File: src/rtl/fp_sqrt_pkg.sv
// Shared types and IEEE-754 special-case classification for the sqrt issue controller.
package fp_sqrt_pkg;

  typedef enum logic [1:0] {IDLE, ISSUE, WAIT, HOLD} state_e;

  localparam logic [31:0] QNAN = 32'h7FC0_0000;
  localparam logic [31:0] PINF = 32'h7F80_0000;

  typedef struct packed {
    logic        is_special;
    logic [31:0] result;
  } class_t;

  // First matching rule wins; denormals are flushed to signed zero.
  function automatic class_t classify(input logic [31:0] d);
    class_t c;
    c.is_special = 1'b1;
    c.result     = '0;
    if (d[30:23] == 8'hFF && d[22:0] != '0) begin
      c.result = d | 32'h0040_0000;
    end else if (d[30:23] == 8'h00) begin
      c.result = {d[31], 31'b0};
    end else if (d[31]) begin
      c.result = QNAN;
    end else if (d[30:23] == 8'hFF) begin
      c.result = PINF;
    end else begin
      c.is_special = 1'b0;
    end
    return c;
  endfunction

endpackage

File: src/rtl/fp_req_fifo.sv
// Small synchronous request FIFO with wrap-around pointers and an occupancy count.
module fp_req_fifo #(
  parameter int DEPTH = 2,
  parameter int WIDTH = 36
) (
  input  logic             clock,
  input  logic             reset,
  input  logic             push,
  input  logic             pop,
  input  logic [WIDTH-1:0] wdata,
  output logic             full,
  output logic             empty,
  output logic [WIDTH-1:0] head
);

  localparam int AW = (DEPTH > 1) ? $clog2(DEPTH) : 1;

  logic [WIDTH-1:0] mem_q [DEPTH];
  logic [AW-1:0]    wr_ptr_q, rd_ptr_q;
  logic [AW:0]      count_q;
  logic             do_push, do_pop;

  assign full    = (count_q == (AW+1)'(DEPTH));
  assign empty   = (count_q == '0);
  assign head    = mem_q[rd_ptr_q];
  assign do_push = push && !full;
  assign do_pop  = pop && !empty;

  always_ff @(posedge clock) begin
    if (do_push) begin
      mem_q[wr_ptr_q] <= wdata;
    end
  end

  always_ff @(posedge clock) begin
    if (reset) begin
      wr_ptr_q <= '0;
      rd_ptr_q <= '0;
      count_q  <= '0;
    end else begin
      if (do_push) wr_ptr_q <= wr_ptr_q + 1'b1;
      if (do_pop)  rd_ptr_q <= rd_ptr_q + 1'b1;
      if (do_push && !do_pop)      count_q <= count_q + 1'b1;
      else if (do_pop && !do_push) count_q <= count_q - 1'b1;
    end
  end

endmodule

File: src/rtl/fp_sqrt_issue_ctrl.sv
// Front-end for the iterative sqrt unit: buffers tagged operands, resolves IEEE
// special cases locally, sequences the root unit and guards it with a watchdog.
module fp_sqrt_issue_ctrl
  import fp_sqrt_pkg::*;
#(
  parameter int DEPTH   = 2,
  parameter int TAG_W   = 4,
  parameter int TIMEOUT = 64
) (
  input  logic             clock,
  input  logic             reset,
  input  logic             in_valid,
  output logic             in_ready,
  input  logic [31:0]      in_d,
  input  logic [TAG_W-1:0] in_tag,
  output logic             root_start,
  output logic [31:0]      root_d,
  input  logic [31:0]      root_q,
  input  logic             root_busy,
  input  logic             root_ready,
  output logic             out_valid,
  input  logic             out_ready,
  output logic [31:0]      out_q,
  output logic [TAG_W-1:0] out_tag,
  output logic             out_err
);

  localparam int W  = 32 + TAG_W;
  localparam int CW = $clog2(TIMEOUT + 1);

  state_e           state_q, state_d;
  logic [31:0]      op_q, op_d;
  logic [TAG_W-1:0] tag_q, tag_d;
  logic [31:0]      res_q, res_d;
  logic             err_q, err_d;
  logic [CW-1:0]    wd_q, wd_d;

  logic             fifo_full, fifo_empty, fifo_pop;
  logic [W-1:0]     fifo_head;
  class_t           head_cls;
  logic             unused_root_busy;

  fp_req_fifo #(
    .DEPTH (DEPTH),
    .WIDTH (W)
  ) u_fifo (
    .clock (clock),
    .reset (reset),
    .push  (in_valid),
    .pop   (fifo_pop),
    .wdata ({in_tag, in_d}),
    .full  (fifo_full),
    .empty (fifo_empty),
    .head  (fifo_head)
  );

  assign head_cls         = classify(fifo_head[31:0]);
  assign in_ready         = !fifo_full;
  assign root_d           = op_q;
  assign out_valid        = (state_q == HOLD);
  assign out_q            = res_q;
  assign out_tag          = tag_q;
  assign out_err          = err_q;
  assign unused_root_busy = root_busy;

  always_comb begin
    state_d    = state_q;
    op_d       = op_q;
    tag_d      = tag_q;
    res_d      = res_q;
    err_d      = err_q;
    wd_d       = wd_q;
    fifo_pop   = 1'b0;
    root_start = 1'b0;
    case (state_q)
      IDLE: begin
        if (!fifo_empty) begin
          fifo_pop = 1'b1;
          op_d     = fifo_head[31:0];
          tag_d    = fifo_head[W-1:32];
          if (head_cls.is_special) begin
            res_d   = head_cls.result;
            err_d   = 1'b0;
            state_d = HOLD;
          end else begin
            state_d = ISSUE;
          end
        end
      end
      ISSUE: begin
        root_start = 1'b1;
        wd_d       = '0;
        state_d    = WAIT;
      end
      WAIT: begin
        // root_ready wins over the watchdog on the final WAIT cycle
        if (root_ready) begin
          res_d   = root_q;
          err_d   = 1'b0;
          state_d = HOLD;
        end else if (wd_q == CW'(TIMEOUT - 1)) begin
          res_d   = QNAN;
          err_d   = 1'b1;
          state_d = HOLD;
        end else begin
          wd_d = wd_q + 1'b1;
        end
      end
      HOLD: begin
        if (out_ready) state_d = IDLE;
      end
      default: state_d = IDLE;
    endcase
  end

  always_ff @(posedge clock) begin
    if (reset) begin
      state_q <= IDLE;
      op_q    <= '0;
      tag_q   <= '0;
      res_q   <= '0;
      err_q   <= 1'b0;
      wd_q    <= '0;
    end else begin
      state_q <= state_d;
      op_q    <= op_d;
      tag_q   <= tag_d;
      res_q   <= res_d;
      err_q   <= err_d;
      wd_q    <= wd_d;
    end
  end

endmodule

File: config.mk
export PLATFORM = sky130hd
export DESIGN_NAME = fp_sqrt_issue_ctrl
export DESIGN_NICKNAME = d
export VERILOG_FILES = /design/src/rtl/fp_sqrt_pkg.sv /design/src/rtl/fp_req_fifo.sv /design/src/rtl/fp_sqrt_issue_ctrl.sv
export SDC_FILE = /design/constraint.sdc
export NUM_CORES = 1
export LEC_CHECK = 0
export ABC_AREA = 1
export BUFFER_PORTS_ARGS = -buffer_cell sky130_fd_sc_hd__buf_2
export CORE_AREA = 2 2 115 117
export DETAILED_ROUTE_END_ITERATION = 8
export DIE_AREA = 0 0 117 119
export PLACE_DENSITY_LB_ADDON = 0.2
export SLEW_MARGIN = 20
export SYNTH_ARGS = -nofsm -noshare
export SYNTH_HDL_FRONTEND = slang
export SYNTH_SLANG_ARGS = --single-unit
File: constraint.sdc
create_clock -name clock -period 2.9 [get_ports clock]
set_input_delay 0.58 -clock clock [delete_from_list [all_inputs] [get_ports clock]]
set_output_delay 0.58 -clock clock [all_outputs]
set_load 0.03 [all_outputs]
==> results.md <==
Run status:
- The run finished with clean final reports.

Clock network:
- After clock tree synthesis, the repair step resized 0 gates.
- The H-tree depth is 4.
- The number of setup buffers added after CTS is 0.
- The clock-pin slew on the worst setup and hold paths is about 0.06 ns.
- The TritonCTS sink count is 155.
- The master cell of the clock root buffer is sky130_fd_sc_hd__clkbuf_16.
- The longest clock path from root to sink contains 2 buffers.
- For the worst-skew pair, the clock arrives at the later sink with an insertion delay of between 0.4 and 0.5 ns.
- In this run, post-CTS hold repair placed 0 buffers.
- The TritonCTS clock tree is done.
- The number of buffers created by CTS is 17.

Place:
- The half-perimeter wire length of the detailed placement result is around 10 mm.
- Routability-driven placement finished with a final weighted congestion of a little under 0.8.
- During placement, the flow inserted port buffers numbering between 100 and 150.
- Before CTS, the worst setup slack after placement is about 0.65 ns.

Global route:
- The pin count of the biggest net entering global routing is between 70 and 80.
- The number of antenna violations at the first check in global routing is 1.
- The combined global-route utilization of all metal layers is a little under a quarter.
- The via count of the first global-routing pass was ~4800.
- Global routing finished with a remaining overflow of 0.
- The first global-routing pass estimated about 24 mm of wire.

Die:
- The total area inside the core boundary comes to between 10000 and 15000 um2.
- After floorplanning, the core was divided into 42 placement rows.
- The initial utilization of the core area, before any placement, comes to roughly half.
- Measured along the x axis, the die boundary spans approximately 120 um.
- between 100 and 150 I/O pins were placed.
- The floorplan step defined a die boundary enclosing around 14000 um2.
- The die height is ~120 um.

Detailed routing:
- After detailed routing, the average wire length per cell comes to 14.1 um.
- For this block, wires on met1 add up to ~7.3 mm.
- The number of search-and-repair iterations in the first detailed-routing pass is 5.
- The wire length on met3 is between 1 and 1.5 mm.
- The wire length after detailed routing is between 15 and 20 mm.
- Wire segments on met2 add up to about 6.9 mm in the final route.
- The routed layout has about 5400 vias.
- The highest metal layer with signal wires is met4.
- For this block, the initial DRC count from the detailed router was approximately 450.
- The DRC violation count after routing is 0.
- Using the TritonRoute via totals, the vias-per-cell ratio works out to slightly below 5.
- In this run the remaining antenna-violating nets after routing total 0.

Critical path:
- The most numerous cell type found on the critical path is sky130_fd_sc_hd__nand2_1.
- Data on the critical path arrives at its endpoint at roughly 2.6 ns.
- The worst stage delay on the critical path is between 0.3 and 0.4 ns.
- The largest individual stage delay along the critical path comes from the cell sky130_fd_sc_hd__nand2_4.
- In this run the worst path has a maximum fanout of 36.
- The count of buffering cells on the critical path with inverters included is 3.
- Traced cell by cell, the critical path runs through inv_4 > nand2_1 > nand2_1 > inv_1 > nand2_1 > nor2_1 > nand2_1 > nand4_2 > nand2_4 > inv_2 > nand2_1 > a21oi_1.
- STA classifies the critical path endpoint as a flop.
- STA classifies the critical path startpoint as a flop.
- The kind of cell with the highest combined delay along the critical path is simple AND/OR/NAND/NOR gates.
- The critical path data required time is around 3.2 ns.
- The worst setup path category is reg -> reg.

Timing:
- Setup repair after global routing left no endpoint under its margin.
- Once routing completed, OpenROAD measured the worst setup slack at 0.643 ns.
- The final setup skew is 0.00671 ns.
- The number of pins with negative max-slew slack in the final report was 0.
- Setup violations remaining at the end of the flow were counted as 0.
- The sum of negative setup slack is 0 ns.
- After layout, the minimum clock period comes to 2.26 ns.
- At the pin with the least slew margin, the transition time is roughly 0.73 ns.
- In the finished design, the share of the clock period the worst path needs comes to 77.8%.
- In this run the tightest slew margin relative to its limit is about 51%.
- The count of final hold-check violations came to 0.
- The maximum clock frequency is approximately 440 MHz.

Synth:
- In the synthesized netlist, the number of instances is between 700 and 800.
- Ranked by total cell area, the synthesized netlist is headed by sky130_fd_sc_hd__edfxtp_1, sky130_fd_sc_hd__dfxtp_1, sky130_fd_sc_hd__nand2_1.
- The proportion of synthesized chip area in sequential cells is a little under three fifths.
- The number of enable-type register cells in the synthesized netlist is between 70 and 80.
- Of the post-synthesis cell area, the dominant cell type holds ~32%.
- Synthesis inferred approximately 160 register bits.
- The summed instance area of the synthesized netlist is 6680 um2.
- For this run, asynchronously set or reset flops after synthesis account for 0%.
- The synthesized area per cell is about 8.6 um2.
- The number of nets handed over by synthesis was 860.
- The number of warnings printed during yosys synthesis is 0.
- The most instantiated flip-flop cell in the synthesis netlist is sky130_fd_sc_hd__dfxtp_1.
- The biggest area contributor in the post-synthesis netlist is sky130_fd_sc_hd__edfxtp_1.
- The most common cell in the synthesized netlist is sky130_fd_sc_hd__nand2_1.
- The number of distinct standard cells referenced by the synthesized netlist is 32.
- Sorting the synthesized cells by how often they occur yields sky130_fd_sc_hd__nand2_1, sky130_fd_sc_hd__nor2_1, sky130_fd_sc_hd__dfxtp_1.

Power and ir drop:
- The static leakage is about 0.0037 uW.
- The total chip power is around 9800 uW.
- The maximum resistive drop on vdd is roughly 0.55 mV.
- The ratio of total power to cell area is between 1000 and 1500 nW/um2.

Finish:
- The net total in the final layout is just under 1000.
- Cells with a size suffix above 1 make up ~23% of the layout.
- The layout filler cell count is around 1100.
- The layout-stage area growth over the synthesis result is 20.6%.

Worst hold path:
- The kind of path behind the tightest hold check is in -> reg.

Flow run:
- The tool flagged a number of max-cap violations equal to 0.
[worst reg2reg max path: stages, from the launching register on]
cell	delay [ns]
sky130_fd_sc_hd__dfxtp_1	0.34
sky130_fd_sc_hd__inv_4	0.30
sky130_fd_sc_hd__nand2_1	0.12
sky130_fd_sc_hd__nand2_1	0.13
sky130_fd_sc_hd__inv_1	0.07
sky130_fd_sc_hd__nand2_1	0.07
sky130_fd_sc_hd__nor2_1	0.05
sky130_fd_sc_hd__nand2_1	0.20
sky130_fd_sc_hd__nand4_2	0.16
sky130_fd_sc_hd__nand2_4	0.36
sky130_fd_sc_hd__inv_2	0.19
sky130_fd_sc_hd__nand2_1	0.10
sky130_fd_sc_hd__a21oi_1	0.06
[area by class of cell]
class	instances	area [um2]	share of cell area [%]
clock inverter	13	126	1.57
multi-input combinational	502	2340	29.1
timing repair buffer	154	796	9.87
antenna	1	2.50	0.0311
inverter	83	314	3.90
tap	176	220	2.73
clock buffer	19	433	5.37
sequential	155	3820	47.4
[cell families (layout without fill, tap and decap cells)]
family	Yosys count	in the layout	share of synthesized area [%]
xor+xnor	2	2	0.262
compound gates	132	132	11.8
simple gates	361	361	21.3
flops	155	155	57.2
fa+ha+maj	7	7	1.31
other cells	0	1	0
buf+inv	122	269	8.12
[report_power, final]
| part | switching (uW) | total (uW) | internal, uW |
|---|---|---|---|
| clock | 855 | 2110 | 1250 |
| sequential | 289 | 3250 | 2960 |
| combinational | 3190 | 4450 | 1260 |
[registers in the layout, indices dropped and copies added (netlist names), named ones only]
name and cells:
root_d 32, wd_q 7, out_err 1, u_fifo.rd_ptr_q 1, state_q 2, u_fifo.count_q 2, out_q 32, out_tag 4
u_fifo.wr_ptr_q 1, u_fifo.mem_q 72
[per-stage QoR]
stage / utilization (%) / hold slack (ns) / area, um2 / cells
global placement: 58.2 / 0.435 / 7500 / 1070
CTS: 62.6 / 0.327 / 8060 / 1102
detailed placement: 58.2 / 0.435 / 7500 / 1070
finish: 62.6 / 0.343 / 8060 / 1103
floorplan: - / 0.423 / 6680 / 779
global route: 62.6 / 0.326 / 8060 / 1103
[worst paths after layout]
path / slack [ns] / depth (start not counted) / endpoint / start
worst max-delay path: 0.64 / 12 / out_q[24] / flop
worst min-delay path: 0.34 / 1 / u_fifo.mem_q[1][8] / in_d[8]
worst max register to register: 0.64 / 12 / out_q[24] / flop
worst min register to register: 0.45 / 2 / wd_q[6] / wd_q[6]
[metal layers]
layer  vias to the layer above  global-route usage [%]
li1                       2779                       -
met1                      2416                    32.9
met2                       182                    33.5
met3                        22                    4.99
met4                         0                    9.49
met5                         -                       0
[cell usage in the layout, fill, tap and decap left out, types with 2 or more instances in the layout]
cell type and instances:
sky130_fd_sc_hd__buf_4 10, sky130_fd_sc_hd__clkinv_2 3, sky130_fd_sc_hd__inv_2 3, sky130_fd_sc_hd__nor2_1 84, sky130_fd_sc_hd__o21ai_0 41, sky130_fd_sc_hd__clkinvlp_4 4, sky130_fd_sc_hd__bufinv_16 2, sky130_fd_sc_hd__o21ai_1 2
sky130_fd_sc_hd__nor2_4 2, sky130_fd_sc_hd__clkbuf_16 17, sky130_fd_sc_hd__a21oi_1 43, sky130_fd_sc_hd__nand3_1 29, sky130_fd_sc_hd__a211oi_1 13, sky130_fd_sc_hd__a21oi_2 20, sky130_fd_sc_hd__clkinv_1 3, sky130_fd_sc_hd__or2_2 2
sky130_fd_sc_hd__nand2_1 238, sky130_fd_sc_hd__edfxtp_1 72, sky130_fd_sc_hd__ha_1 7, sky130_fd_sc_hd__inv_1 78, sky130_fd_sc_hd__dfxtp_1 83, sky130_fd_sc_hd__a31oi_1 8, sky130_fd_sc_hd__xor2_1 2, sky130_fd_sc_hd__clkbuf_1 2
sky130_fd_sc_hd__buf_2 144
Note: power is estimated with default switching activity, not from simulation.
